$ cat src/rtl/skeleton_pkg.sv
// Shared definitions for skeleton register-bus hosts: FSM encoding, header
// field layout and the bus read/write polarity.
package skeleton_pkg;

    typedef enum logic [2:0] {
        ST_IDLE,
        ST_LOAD,
        ST_TRIG,
        ST_WAIT_GUARD,
        ST_WAIT_RDY,
        ST_READ_ADR,
        ST_READ_CAP,
        ST_SEND
    } state_t;

    localparam int HEAD_TYPE_MSB   = 25;
    localparam int HEAD_TYPE_LSB   = 22;
    localparam int HEAD_N_IN_MSB   = 21;
    localparam int HEAD_N_IN_LSB   = 16;
    localparam int HEAD_N_OUT_MSB  = 15;
    localparam int HEAD_N_OUT_LSB  = 10;
    localparam int HEAD_BW_IN_MSB  = 9;
    localparam int HEAD_BW_IN_LSB  = 5;
    localparam int HEAD_BW_OUT_MSB = 4;
    localparam int HEAD_BW_OUT_LSB = 0;

    // Word counts and the word index share the N_IN field width.
    localparam int N_W = HEAD_N_IN_MSB - HEAD_N_IN_LSB + 1;
    typedef logic [N_W-1:0] count_t;

    localparam logic RnW_READ  = 1'b1;
    localparam logic RnW_WRITE = 1'b0;

endpackage

$ cat src/rtl/skeleton_host.sv
// Host-side sequencer: streams operands into a skeleton's input RAM, triggers
// the calculation, waits for ready and streams the result words back out.
module skeleton_host
    import skeleton_pkg::*;
#(
    parameter int BITWIDTH_SYS  = 16,
    parameter int BITWIDTH_ADR  = 6,
    parameter int BITWIDTH_HEAD = 26,
    parameter int TIMEOUT_CYC   = 1023
) (
    input  logic                     CLK_SYS,
    input  logic                     RST,
    input  logic [BITWIDTH_SYS-1:0]  CMD_DATA,
    input  logic                     CMD_VALID,
    output logic                     CMD_READY,
    output logic [BITWIDTH_SYS-1:0]  RES_DATA,
    output logic                     RES_VALID,
    input  logic                     RES_READY,
    output logic                     SKL_EN,
    output logic                     SKL_TRGG,
    output logic                     SKL_RnW,
    output logic [BITWIDTH_ADR-1:0]  SKL_ADR,
    output logic [BITWIDTH_SYS-1:0]  SKL_DOUT,
    input  logic [BITWIDTH_SYS-1:0]  SKL_DIN,
    input  logic [BITWIDTH_HEAD-1:0] SKL_HEAD,
    input  logic                     SKL_RDY,
    output logic                     BUSY,
    output logic                     ERR_TIMEOUT
);

    localparam int               TMO_W    = $clog2(TIMEOUT_CYC + 1);
    localparam logic [TMO_W-1:0] TMO_LAST = TMO_W'(TIMEOUT_CYC - 1);

    state_t                  state_q, state_d;
    count_t                  n_in_q, n_in_d, n_out_q, n_out_d;
    count_t                  k_q, k_d, k_next, adr_q, adr_d;
    logic [TMO_W-1:0]        tcnt_q, tcnt_d;
    logic                    cmd_ready_q, cmd_ready_d;
    logic                    res_valid_q, res_valid_d;
    logic [BITWIDTH_SYS-1:0] res_data_q, res_data_d;
    logic [BITWIDTH_SYS-1:0] dout_q, dout_d;
    logic                    trgg_q, trgg_d;
    logic                    rnw_q, rnw_d;
    logic                    busy_q, busy_d;
    logic                    err_q, err_d;
    logic                    en_q;
    logic                    head_unused;

    // Type and bit-width fields describe the skeleton but do not steer sequencing.
    assign head_unused = ^{SKL_HEAD[HEAD_TYPE_MSB:HEAD_TYPE_LSB],
                           SKL_HEAD[HEAD_BW_IN_MSB:HEAD_BW_IN_LSB],
                           SKL_HEAD[HEAD_BW_OUT_MSB:HEAD_BW_OUT_LSB]};

    assign k_next = k_q + 1'b1;

    // NOTE: every always_comb output gets a default first, so no path can infer a latch.
    always_comb begin
        state_d     = state_q;
        n_in_d      = n_in_q;
        n_out_d     = n_out_q;
        k_d         = k_q;
        adr_d       = adr_q;
        tcnt_d      = tcnt_q;
        cmd_ready_d = 1'b0;
        res_valid_d = 1'b0;
        res_data_d  = res_data_q;
        dout_d      = dout_q;
        trgg_d      = 1'b0;
        rnw_d       = RnW_READ;
        busy_d      = busy_q;
        err_d       = err_q;

        unique case (state_q)
            ST_IDLE: begin
                if (en_q && CMD_VALID && SKL_RDY) begin
                    n_in_d  = SKL_HEAD[HEAD_N_IN_MSB:HEAD_N_IN_LSB];
                    n_out_d = SKL_HEAD[HEAD_N_OUT_MSB:HEAD_N_OUT_LSB];
                    k_d     = '0;
                    busy_d  = 1'b1;
                    if (SKL_HEAD[HEAD_N_IN_MSB:HEAD_N_IN_LSB] == '0) begin
                        state_d = ST_TRIG;
                        trgg_d  = 1'b1;
                    end else begin
                        state_d     = ST_LOAD;
                        cmd_ready_d = 1'b1;
                    end
                end
            end

            // Alternates handshake cycle (ready high) and write cycle (RnW low).
            ST_LOAD: begin
                if (cmd_ready_q && CMD_VALID) begin
                    rnw_d  = RnW_WRITE;
                    adr_d  = k_q;
                    dout_d = CMD_DATA;
                end else if (rnw_q == RnW_WRITE) begin
                    k_d = k_next;
                    if (k_next == n_in_q) begin
                        state_d = ST_TRIG;
                        trgg_d  = 1'b1;
                    end else begin
                        cmd_ready_d = 1'b1;
                    end
                end else begin
                    cmd_ready_d = 1'b1;
                end
            end

            ST_TRIG: state_d = ST_WAIT_GUARD;

            ST_WAIT_GUARD: begin
                tcnt_d  = '0;
                state_d = ST_WAIT_RDY;
            end

            ST_WAIT_RDY: begin
                if (SKL_RDY) begin
                    k_d = '0;
                    if (n_out_q == '0) begin
                        state_d = ST_IDLE;
                        busy_d  = 1'b0;
                    end else begin
                        state_d = ST_READ_ADR;
                        adr_d   = '0;
                    end
                end else if (tcnt_q == TMO_LAST) begin
                    err_d   = 1'b1;
                    state_d = ST_IDLE;
                    busy_d  = 1'b0;
                end else begin
                    tcnt_d = tcnt_q + 1'b1;
                end
            end

            ST_READ_ADR: state_d = ST_READ_CAP;

            ST_READ_CAP: begin
                res_data_d  = SKL_DIN;
                res_valid_d = 1'b1;
                state_d     = ST_SEND;
            end

            ST_SEND: begin
                if (RES_READY) begin
                    k_d = k_next;
                    if (k_next < n_out_q) begin
                        state_d = ST_READ_ADR;
                        adr_d   = k_next;
                    end else begin
                        state_d = ST_IDLE;
                        busy_d  = 1'b0;
                    end
                end else begin
                    res_valid_d = 1'b1;
                end
            end

            default: state_d = ST_IDLE;
        endcase
    end

    // NOTE: sequential state uses non-blocking assignments so every register samples pre-edge values.
    always_ff @(posedge CLK_SYS) begin
        if (RST) state_q <= ST_IDLE;
        else     state_q <= state_d;
    end

    always_ff @(posedge CLK_SYS) begin
        if (RST) begin
            n_in_q      <= '0;
            n_out_q     <= '0;
            k_q         <= '0;
            adr_q       <= '0;
            tcnt_q      <= '0;
            cmd_ready_q <= 1'b0;
            res_valid_q <= 1'b0;
            res_data_q  <= '0;
            dout_q      <= '0;
            trgg_q      <= 1'b0;
            rnw_q       <= RnW_READ;
            busy_q      <= 1'b0;
            err_q       <= 1'b0;
            en_q        <= 1'b0;
        end else begin
            n_in_q      <= n_in_d;
            n_out_q     <= n_out_d;
            k_q         <= k_d;
            adr_q       <= adr_d;
            tcnt_q      <= tcnt_d;
            cmd_ready_q <= cmd_ready_d;
            res_valid_q <= res_valid_d;
            res_data_q  <= res_data_d;
            dout_q      <= dout_d;
            trgg_q      <= trgg_d;
            rnw_q       <= rnw_d;
            busy_q      <= busy_d;
            err_q       <= err_d;
            en_q        <= 1'b1;
        end
    end

    assign CMD_READY   = cmd_ready_q;
    assign RES_VALID   = res_valid_q;
    assign RES_DATA    = res_data_q;
    assign SKL_EN      = en_q;
    assign SKL_TRGG    = trgg_q;
    assign SKL_RnW     = rnw_q;
    assign SKL_ADR     = BITWIDTH_ADR'(adr_q);
    assign SKL_DOUT    = dout_q;
    assign BUSY        = busy_q;
    assign ERR_TIMEOUT = err_q;

endmodule

$ cat config.mk
export PLATFORM = sky130hd
export DESIGN_NAME = skeleton_host
export DESIGN_NICKNAME = d
export VERILOG_FILES = /design/src/rtl/skeleton_pkg.sv /design/src/rtl/skeleton_host.sv
export SDC_FILE = /design/constraint.sdc
export NUM_CORES = 1
export LEC_CHECK = 0
export CAP_MARGIN = 20
export CORE_MARGIN = 2
export CORE_UTILIZATION = 43
export CTS_CLUSTER_SIZE = 28
export DETAILED_ROUTE_END_ITERATION = 8
export GPL_ROUTABILITY_DRIVEN = 0
export PLACE_DENSITY = 0.78
export SYNTH_ARGS = -nofsm -noshare
export SYNTH_HDL_FRONTEND = slang
export SYNTH_SLANG_ARGS = --single-unit
$ cat constraint.sdc
create_clock -name CLK_SYS -period 2.3 [get_ports CLK_SYS]
set_clock_uncertainty 0.05 [all_clocks]
set_input_delay 0.46 -clock CLK_SYS [delete_from_list [all_inputs] [get_ports CLK_SYS]]
set_output_delay 0.46 -clock CLK_SYS [all_outputs]
set_load 0.02 [all_outputs]
==> metrics.txt, run 1 <==
# TYPE chip_impl_metric gauge
chip_impl_info{name="status",value="finished, violations left"} 1
chip_impl_info{name="violations",value="setup timing"} 1
chip_impl_metric{name="grt_antenna_before_repair",unit=""} 0
chip_impl_metric{name="synth_seq_cells",unit=""} 76
chip_impl_metric{name="layout-drive-gt1-share",unit="%"} 18.0
chip_impl_metric{name="fin_worst_hold_slack",unit="ns"} 0.406
chip_impl_metric{name="tightestPinTransition",unit="ns"} 0.684
chip_impl_info{name="grt_setup_unrepaired",value="yes"} 1
chip_impl_info{name="timing.critical_path.from_type",value="flop"} 1
chip_impl_metric{name="post-route-worst-setup-slack",unit="ns"} -0.0893
chip_impl_metric{name="layout-area-overhead-vs-synth",unit="%"} 45.7
chip_impl_metric{name="finalCritPeriodShare",unit="%"} 104
chip_impl_info{name="cts_tree",value="yes"} 1
chip_impl_metric{name="clock_sinks",unit=""} 76
chip_impl_metric{name="r2r_slack",unit="ns"} -0.09
chip_impl_metric{name="vdd.ir_drop.worst",unit="mV"} 0.278
chip_impl_info{name="worst_hold_startpoint",value="RES_DATA[0]"} 1
chip_impl_metric{name="async_flop_share",unit="%"} 0
chip_impl_metric{name="drt-total-wl",unit="um"} 10300
chip_impl_metric{name="design.final.nets",unit=""} 668
chip_impl_metric{name="synth.top_cell.area_share",unit="%"} 40.8
chip_impl_metric{name="timing.final.crit_period",unit="ns"} 2.39
chip_impl_metric{name="final_design_area_no_fill",unit="sq mm"} 0.00543
chip_impl_metric{name="synth_enable_flop_cells",unit=""} 0
chip_impl_metric{name="grt_pass1_wl",unit="um"} 17000
chip_impl_metric{name="htreeDepth",unit=""} 3
chip_impl_metric{name="grt_util_overall",unit="%"} 21.8
chip_impl_metric{name="crit_arrival",unit="ns"} 2.63
chip_impl_info{name="clock-root-buffer",value="sky130_fd_sc_hd__clkbuf_8"} 1
chip_impl_metric{name="routedWlPerCell",unit="um"} 14.6
chip_impl_info{name="timing.critical_path.cells",value="ha_4 -> nand3_4 -> xnor2_2 -> ha_1 -> and4_1 -> o21a_1 -> o221a_4 -> or3_4 -> a21oi_2"} 1
chip_impl_metric{name="chipWidth",unit="um"} 97.1
chip_impl_metric{name="timing.critical_path.required",unit="ns"} 2.54
chip_impl_info{name="r2r-end",value="SKL_ADR[2]"} 1
chip_impl_metric{name="num_rows",unit=""} 33
chip_impl_metric{name="final_max_slew_viol_count",unit=""} 0
chip_impl_metric{name="residual_drc",unit=""} 0
chip_impl_metric{name="diodes",unit=""} 0
chip_impl_metric{name="place.port_buffers",unit=""} 93
chip_impl_info{name="crit_path_top_delay_cell",value="sky130_fd_sc_hd__dfxtp_4"} 1
chip_impl_metric{name="core",unit="sq mm"} 0.00830
chip_impl_metric{name="comb_power_share",unit="%"} 11.8
chip_impl_metric{name="place_hpwl",unit="um"} 7550
chip_impl_metric{name="cellInternalPower",unit="W"} 0.00218
chip_impl_metric{name="initial_core_util",unit="%"} 44.9
chip_impl_metric{name="synth_warnings",unit=""} 0
chip_impl_metric{name="max-clock-path-buffers",unit=""} 2
chip_impl_metric{name="worstSkewPairLatency",unit="ns"} 0.35
chip_impl_metric{name="max_cap_violations",unit=""} 0
chip_impl_metric{name="clkSlewWorstSetupHoldPaths",unit="ns"} 0.08
chip_impl_metric{name="vias",unit=""} 3773
chip_impl_metric{name="synth_fp_nets",unit=""} 541
chip_impl_metric{name="grt_remaining_overflow",unit=""} 0
chip_impl_metric{name="worst-r2r-cell-count",unit=""} 9
chip_impl_metric{name="total_switching_power",unit="W"} 0.000676
chip_impl_metric{name="post_drt_via_cell_ratio",unit=""} 5.34
chip_impl_metric{name="ys_types",unit=""} 58
chip_impl_metric{name="timing_hold_violations_final",unit=""} 0
chip_impl_info{name="ys_top_cells_by_area",value="sky130_fd_sc_hd__dfxtp_1 (41%), sky130_fd_sc_hd__nand2_1 (11%), sky130_fd_sc_hd__a21oi_1 (9.4%)"} 1
chip_impl_info{name="worstReg2RegStart",value="k_q[0]"} 1
chip_impl_metric{name="detailedRoute.firstPassIterationCount",unit=""} 5
chip_impl_metric{name="power.leakage",unit="nW"} 1.84
chip_impl_metric{name="first_drt_iteration_drcs",unit=""} 336
chip_impl_metric{name="design.die.area",unit="sq mm"} 0.00942
chip_impl_metric{name="max-slew-margin-rel",unit="%"} 54.1
chip_impl_metric{name="synthesis.area",unit="sq mm"} 0.00372
chip_impl_info{name="critical_path.endpoint_type",value="flop"} 1
chip_impl_metric{name="power.switching_fraction",unit="%"} 23.7
chip_impl_metric{name="share_clk_of_total_power",unit="%"} 41.0
chip_impl_metric{name="antenna_violating_nets_remaining",unit=""} 0
chip_impl_metric{name="fmaxAchievable",unit="MHz"} 419
chip_impl_info{name="setup.worst_path.class",value="flop to flop"} 1
chip_impl_metric{name="io-pin-count",unit=""} 108
chip_impl_info{name="hold_class",value="flop to flop"} 1
chip_impl_metric{name="numCtsBuffers",unit=""} 9
chip_impl_metric{name="vias_in_the_first_global_route",unit=""} 3681
chip_impl_metric{name="synth-seq-area-share",unit="%"} 40.8
chip_impl_metric{name="power.density",unit="mW/mm^2"} 526
chip_impl_metric{name="power.share.sequential",unit="%"} 47.2
chip_impl_info{name="crit_start",value="k_q[0]"} 1
chip_impl_metric{name="critical_path.max_fanout",unit=""} 6
chip_impl_metric{name="dieHeight",unit="um"} 97.1
chip_impl_metric{name="timing.critical_path.slowest_cell_delay",unit="ns"} 0.41
chip_impl_metric{name="dpl_cell_area",unit="sq mm"} 0.00509
chip_impl_info{name="timing.critical_path.to",value="SKL_ADR[2]"} 1
chip_impl_info{name="synth_top_flop_cell",value="sky130_fd_sc_hd__dfxtp_1"} 1
chip_impl_metric{name="largest_net_degree_at_the_start_of_global_routing",unit=""} 28
chip_impl_info{name="netlist.top_cell.by_area",value="sky130_fd_sc_hd__dfxtp_1"} 1
chip_impl_metric{name="syn-instance-count",unit=""} 470
chip_impl_metric{name="avgSynthCellArea",unit="sq um"} 7.93
chip_impl_metric{name="setup-violations-final",unit=""} 6
-- per-stage QoR --
stage | power, W | util [%] | std cells | TNS, ns | worst slack [ns]
2_1_floorplan | 0.00154 | - | 470 | 0 | 0.00368
3_3_place_gp | 0.00170 | 61.4 | 688 | -0.698 | -0.0877
3_5_place_dp | 0.00171 | 61.4 | 688 | -1.48 | -0.119
4_1_cts | 0.00288 | 64.7 | 705 | -0.158 | -0.0636
5_1_grt | 0.00297 | 65.4 | 706 | -0.776 | -0.146
6_report | 0.00286 | 65.4 | 706 | -0.314 | -0.0893
-- cell usage after synthesis (3+ instances only) --
master	count
sky130_fd_sc_hd__nand4_1	3
sky130_fd_sc_hd__nand2b_1	4
sky130_fd_sc_hd__nor3_1	6
sky130_fd_sc_hd__and3_1	3
sky130_fd_sc_hd__ha_1	8
sky130_fd_sc_hd__nor2b_1	3
sky130_fd_sc_hd__or3_1	7
sky130_fd_sc_hd__nor2_1	21
sky130_fd_sc_hd__buf_2	12
sky130_fd_sc_hd__nand2_1	114
sky130_fd_sc_hd__clkbuf_1	11
sky130_fd_sc_hd__o22ai_1	4
sky130_fd_sc_hd__dfxtp_1	76
sky130_fd_sc_hd__inv_1	17
sky130_fd_sc_hd__and2_1	3
sky130_fd_sc_hd__a21oi_1	70
sky130_fd_sc_hd__a211oi_2	3
sky130_fd_sc_hd__o21ai_0	19
sky130_fd_sc_hd__nand3_1	16
sky130_fd_sc_hd__xnor2_1	15
sky130_fd_sc_hd__a2111oi_2	3
sky130_fd_sc_hd__xor2_1	3
sky130_fd_sc_hd__nor2_2	3
sky130_fd_sc_hd__a31oi_1	3
sky130_fd_sc_hd__buf_6	3
-- logic make-up (layout without fill, tap and decap cells) --
group | count (synthesis) | after routing | share of synthesized area, %
DFF | 76 | 76 | 40.8
AOI/OAI and AO/OA | 123 | 123 | 20.8
xor gates and xnor gates | 19 | 19 | 4.84
and+or+nand+nor | 197 | 197 | 24.5
muxes | 3 | 3 | 0.940
adders and majority gates | 8 | 8 | 2.69
buffers and inverters | 44 | 175 | 5.44
-- placed cells by master, fill, tap and decap left out, types with 3 or more instances in the layout --
cell / count
sky130_fd_sc_hd__a2111oi_2: 3
sky130_fd_sc_hd__a211oi_2: 3
sky130_fd_sc_hd__a21oi_1: 67
sky130_fd_sc_hd__a31oi_1: 3
sky130_fd_sc_hd__and2_1: 3
sky130_fd_sc_hd__and3_1: 3
sky130_fd_sc_hd__buf_4: 47
sky130_fd_sc_hd__clkbuf_8: 9
sky130_fd_sc_hd__clkdlybuf4s50_1: 92
sky130_fd_sc_hd__dfxtp_1: 72
sky130_fd_sc_hd__dfxtp_4: 3
sky130_fd_sc_hd__ha_1: 6
sky130_fd_sc_hd__inv_1: 17
sky130_fd_sc_hd__nand2_1: 114
sky130_fd_sc_hd__nand2b_1: 4
sky130_fd_sc_hd__nand3_1: 12
sky130_fd_sc_hd__nand3_4: 3
sky130_fd_sc_hd__nand4_1: 3
sky130_fd_sc_hd__nor2_1: 20
sky130_fd_sc_hd__nor2b_1: 3
sky130_fd_sc_hd__nor3_1: 6
sky130_fd_sc_hd__o21ai_0: 15
sky130_fd_sc_hd__o21ai_1: 3
sky130_fd_sc_hd__o22ai_1: 4
sky130_fd_sc_hd__or3_1: 5
sky130_fd_sc_hd__xnor2_1: 13
-- registers in the layout, indices dropped and copies added (netlist names), 3 cells and up --
signal	flops
RES_DATA	16
SKL_ADR	6
SKL_DOUT	16
k_q	6
n_in_q	6
n_out_q	6
state_q	3
tcnt_q	10
-- worst min-delay path by stage --
stage                  endpoint  slack [ns]  cells after the start
global route        RES_DATA[5]        0.43                      2
floorplan             n_in_q[1]        0.40                      2
finish              RES_DATA[0]        0.41                      2
global placement    RES_DATA[7]        0.39                      2
detailed placement  RES_DATA[0]        0.40                      2
CTS                 RES_DATA[0]        0.41                      2
-- layout make-up --
type	instances	area, sq um
clock buffer	10	149
clock inverter	5	82.6
fill	676	2870
inverter	18	67.6
multi-input combinational	350	2150
sequential	76	1530
tap	105	131
timing repair buffer	142	1310
-- metal layers --
layer  vias up  track usage [%]  part of all wire (%)
met5         -                0                     0
met4         0             6.28                   1.4
met3        16             4.68                   6.1
met2       125             39.2                    51
met1      1761             26.0                    41
li1       1871                -                     -
-- repair_timing --
item / 4_1_cts / 5_1_grt
hold buffers: 0 / 0
pin swaps: 9 / 4
resized for setup: 7 / 13
gates cloned: 0 / 0
setup endpoints to repair: 7 / 13
setup buffers: 2 / 1
-- critical path, delay by kind of cell, from the launching register on --
kind | cells | cell delay [ns]
adder cells (fa/ha/maj) | 2 | 0.48
AO/OA/AOI/OAI | 3 | 0.53
XOR/XNOR | 1 | 0.15
flip-flops | 1 | 0.41
AND/OR/NAND/NOR | 3 | 0.69
-- power by group through the flow --
stage          registers [W]  logic (W)  clock network, W
3_3_place_gp         0.00138   0.000319                 0
4_1_cts              0.00135   0.000330           0.00120
6_report             0.00135   0.000337           0.00117
2_1_floorplan        0.00138   0.000161                 0
3_5_place_dp         0.00138   0.000327                 0
5_1_grt              0.00135   0.000363           0.00126
Power figures use the tool's default switching activity.
==> run 2, diff against run 1 <==
--- a/config.mk
+++ b/config.mk
@@ -15,3 +15,4 @@
 export SYNTH_ARGS = -nofsm -noshare
 export SYNTH_HDL_FRONTEND = slang
 export SYNTH_SLANG_ARGS = --single-unit
+export TNS_END_PERCENT = 50
==> metrics.txt, run 2 (same netlist as run 1, synthesis figures left out) <==
# TYPE chip_impl_metric gauge
chip_impl_metric{name="finish.cell_count_without_fillers",unit=""} 706
chip_impl_metric{name="worstSkewPairLatency",unit="ns"} 0.35
chip_impl_metric{name="place.port_buffers",unit=""} 93
chip_impl_info{name="critical_path.endpoint_type",value="flop"} 1
chip_impl_info{name="timing.critical_path.from_type",value="flop"} 1
chip_impl_metric{name="clkSlewWorstSetupHoldPaths",unit="ns"} 0.08
chip_impl_metric{name="vdd.ir_drop.worst",unit="mV"} 0.278
chip_impl_metric{name="antenna_violating_nets_remaining",unit=""} 0
chip_impl_metric{name="fin_total_pwr",unit="W"} 0.00285
chip_impl_metric{name="crit_arrival",unit="ns"} 2.62
chip_impl_metric{name="grt_pass1_wl",unit="um"} 17000
chip_impl_metric{name="chipWidth",unit="um"} 97.1
chip_impl_metric{name="comb_power_share",unit="%"} 11.8
chip_impl_metric{name="htreeDepth",unit=""} 3
chip_impl_metric{name="post-route-worst-setup-slack",unit="ns"} -0.0865
chip_impl_metric{name="cts-hold-fix-buffers",unit=""} 0
chip_impl_metric{name="detailedRoute.firstPassIterationCount",unit=""} 5
chip_impl_metric{name="share_clk_of_total_power",unit="%"} 41.0
chip_impl_info{name="status",value="finished, violations left"} 1
chip_impl_metric{name="final_util",unit="%"} 65.4
chip_impl_metric{name="first_drt_iteration_drcs",unit=""} 299
chip_impl_metric{name="clock_sinks",unit=""} 76
chip_impl_metric{name="grt_util_overall",unit="%"} 21.8
chip_impl_info{name="clock-root-buffer",value="sky130_fd_sc_hd__clkbuf_8"} 1
chip_impl_metric{name="cellInternalPower",unit="W"} 0.00218
chip_impl_metric{name="diodes",unit=""} 0
chip_impl_metric{name="setup-violations-final",unit=""} 6
chip_impl_metric{name="design.die.area",unit="sq mm"} 0.00942
chip_impl_metric{name="core",unit="sq mm"} 0.00830
chip_impl_metric{name="pre_cts_slack",unit="ns"} -0.119
chip_impl_metric{name="numCtsBuffers",unit=""} 9
chip_impl_metric{name="timing.critical_path.required",unit="ns"} 2.54
chip_impl_metric{name="placedCellCount",unit=""} 688
chip_impl_metric{name="initial_core_util",unit="%"} 44.9
chip_impl_metric{name="design.final.nets",unit=""} 668
chip_impl_metric{name="power.share.sequential",unit="%"} 47.2
chip_impl_metric{name="dieHeight",unit="um"} 97.1
chip_impl_metric{name="residual_drc",unit=""} 0
chip_impl_metric{name="layout-area-overhead-vs-synth",unit="%"} 45.6
chip_impl_metric{name="post_drt_via_cell_ratio",unit=""} 5.35
chip_impl_metric{name="finalCritPeriodShare",unit="%"} 104
chip_impl_metric{name="tightestPinTransition",unit="ns"} 0.702
chip_impl_metric{name="largest_net_degree_at_the_start_of_global_routing",unit=""} 28
chip_impl_info{name="hold_class",value="flop to flop"} 1
chip_impl_metric{name="layout-drive-gt1-share",unit="%"} 18.0
chip_impl_metric{name="grt_antenna_before_repair",unit=""} 0
chip_impl_metric{name="timing_hold_violations_final",unit=""} 0
chip_impl_metric{name="routedWlPerCell",unit="um"} 14.6
chip_impl_metric{name="vias",unit=""} 3775
chip_impl_metric{name="io-pin-count",unit=""} 108
chip_impl_metric{name="timing.final.crit_period",unit="ns"} 2.39
chip_impl_info{name="grt_setup_unrepaired",value="yes"} 1
chip_impl_metric{name="grt_remaining_overflow",unit=""} 0
chip_impl_metric{name="nFillCells",unit=""} 677
chip_impl_metric{name="max-slew-margin-rel",unit="%"} 52.9
chip_impl_metric{name="power.switching_fraction",unit="%"} 23.7
chip_impl_metric{name="max_cap_violations",unit=""} 0
chip_impl_info{name="layout_commonest_cell",value="sky130_fd_sc_hd__nand2_1"} 1
chip_impl_metric{name="max-clock-path-buffers",unit=""} 2
chip_impl_metric{name="power.density",unit="mW/mm^2"} 526
chip_impl_info{name="violations",value="setup timing"} 1
chip_impl_metric{name="final_max_slew_viol_count",unit=""} 0
chip_impl_info{name="layout.cells.most_common_list",value="sky130_fd_sc_hd__nand2_1 (114), sky130_fd_sc_hd__clkdlybuf4s50_1 (92), sky130_fd_sc_hd__dfxtp_1 (72)"} 1
chip_impl_metric{name="num_rows",unit=""} 33
chip_impl_metric{name="drt-total-wl",unit="um"} 10300
chip_impl_metric{name="fmaxAchievable",unit="MHz"} 419
chip_impl_info{name="setup.worst_path.class",value="flop to flop"} 1
chip_impl_metric{name="vias_in_the_first_global_route",unit=""} 3681
chip_impl_metric{name="power.leakage",unit="nW"} 1.84
chip_impl_metric{name="total_switching_power",unit="W"} 0.000676
chip_impl_metric{name="place_hpwl",unit="um"} 7550
chip_impl_metric{name="critical_path.max_fanout",unit=""} 6
chip_impl_info{name="cts_tree",value="yes"} 1
## run 2: cell counts in the layout (fill, tap and decap cells not counted)
Identical to the previous run, type by type.
## run 2: worst paths after layout
path | start | endpoint | slack [ns] | depth (start not counted)
max | k_q[0] | SKL_ADR[2] | -0.09 | 9
min | RES_DATA[0] | RES_DATA[0] | 0.41 | 2
max reg2reg | k_q[0] | SKL_ADR[2] | -0.09 | 9
min reg2reg | RES_DATA[0] | RES_DATA[0] | 0.41 | 2
## run 2: per-layer routing
metal | vias to the layer above | routed length, um | global-route usage [%]
li1 | 1873 | - | -
met1 | 1753 | 4200 | 26.0
met2 | 127 | 5270 | 39.2
met3 | 22 | 640 | 4.68
met4 | 0 | 165 | 6.28
met5 | - | 0 | 0
## run 2: power groups by stage
stage               clock network [W]  registers (W)  logic [W]
floorplan                           0        0.00138   0.000161
global placement                    0        0.00138   0.000319
detailed placement                  0        0.00138   0.000327
CTS                           0.00120        0.00135   0.000330
global route                  0.00126        0.00135   0.000362
finish                        0.00117        0.00135   0.000336
## run 2: repair_timing
item / in CTS / in global routing
buffers inserted: 2 / 1
gates resized for setup: 7 / 12
endpoints found under the setup margin: 7 / 13
pin swaps: 9 / 4
hold endpoints to repair: 0 / 0
## run 2: cell type report
type                       count  area (sq um)  share of cell area, %
tap                          105           131                   2.42
clock inverter                 5          82.6                   1.52
sequential                    76          1530                   28.3
multi-input combinational    350          2150                   39.7
timing repair buffer         142          1310                   24.1
inverter                      18          67.6                   1.25
clock buffer                  10           149                   2.75
## run 2: metrics by stage
| stage | hold WS, ns | instance area (sq um) | setup TNS (ns) |
|---|---|---|---|
| 2_1_floorplan | 0.398 | 3820 | 0 |
| 4_1_cts | 0.407 | 5370 | -0.158 |
| 5_1_grt | 0.427 | 5420 | -0.766 |
| 3_5_place_dp | 0.396 | 5090 | -1.48 |
| 3_3_place_gp | 0.392 | 5090 | -0.698 |
| 6_report | 0.406 | 5420 | -0.283 |
## run 2: critical path: stages (launching register included)
cell,delay [ns]
sky130_fd_sc_hd__dfxtp_4,0.41
sky130_fd_sc_hd__ha_4,0.20
sky130_fd_sc_hd__nand3_4,0.10
sky130_fd_sc_hd__xnor2_2,0.15
sky130_fd_sc_hd__ha_1,0.28
sky130_fd_sc_hd__and4_1,0.19
sky130_fd_sc_hd__o21a_1,0.12
sky130_fd_sc_hd__o221a_4,0.30
sky130_fd_sc_hd__or3_4,0.39
sky130_fd_sc_hd__a21oi_2,0.11
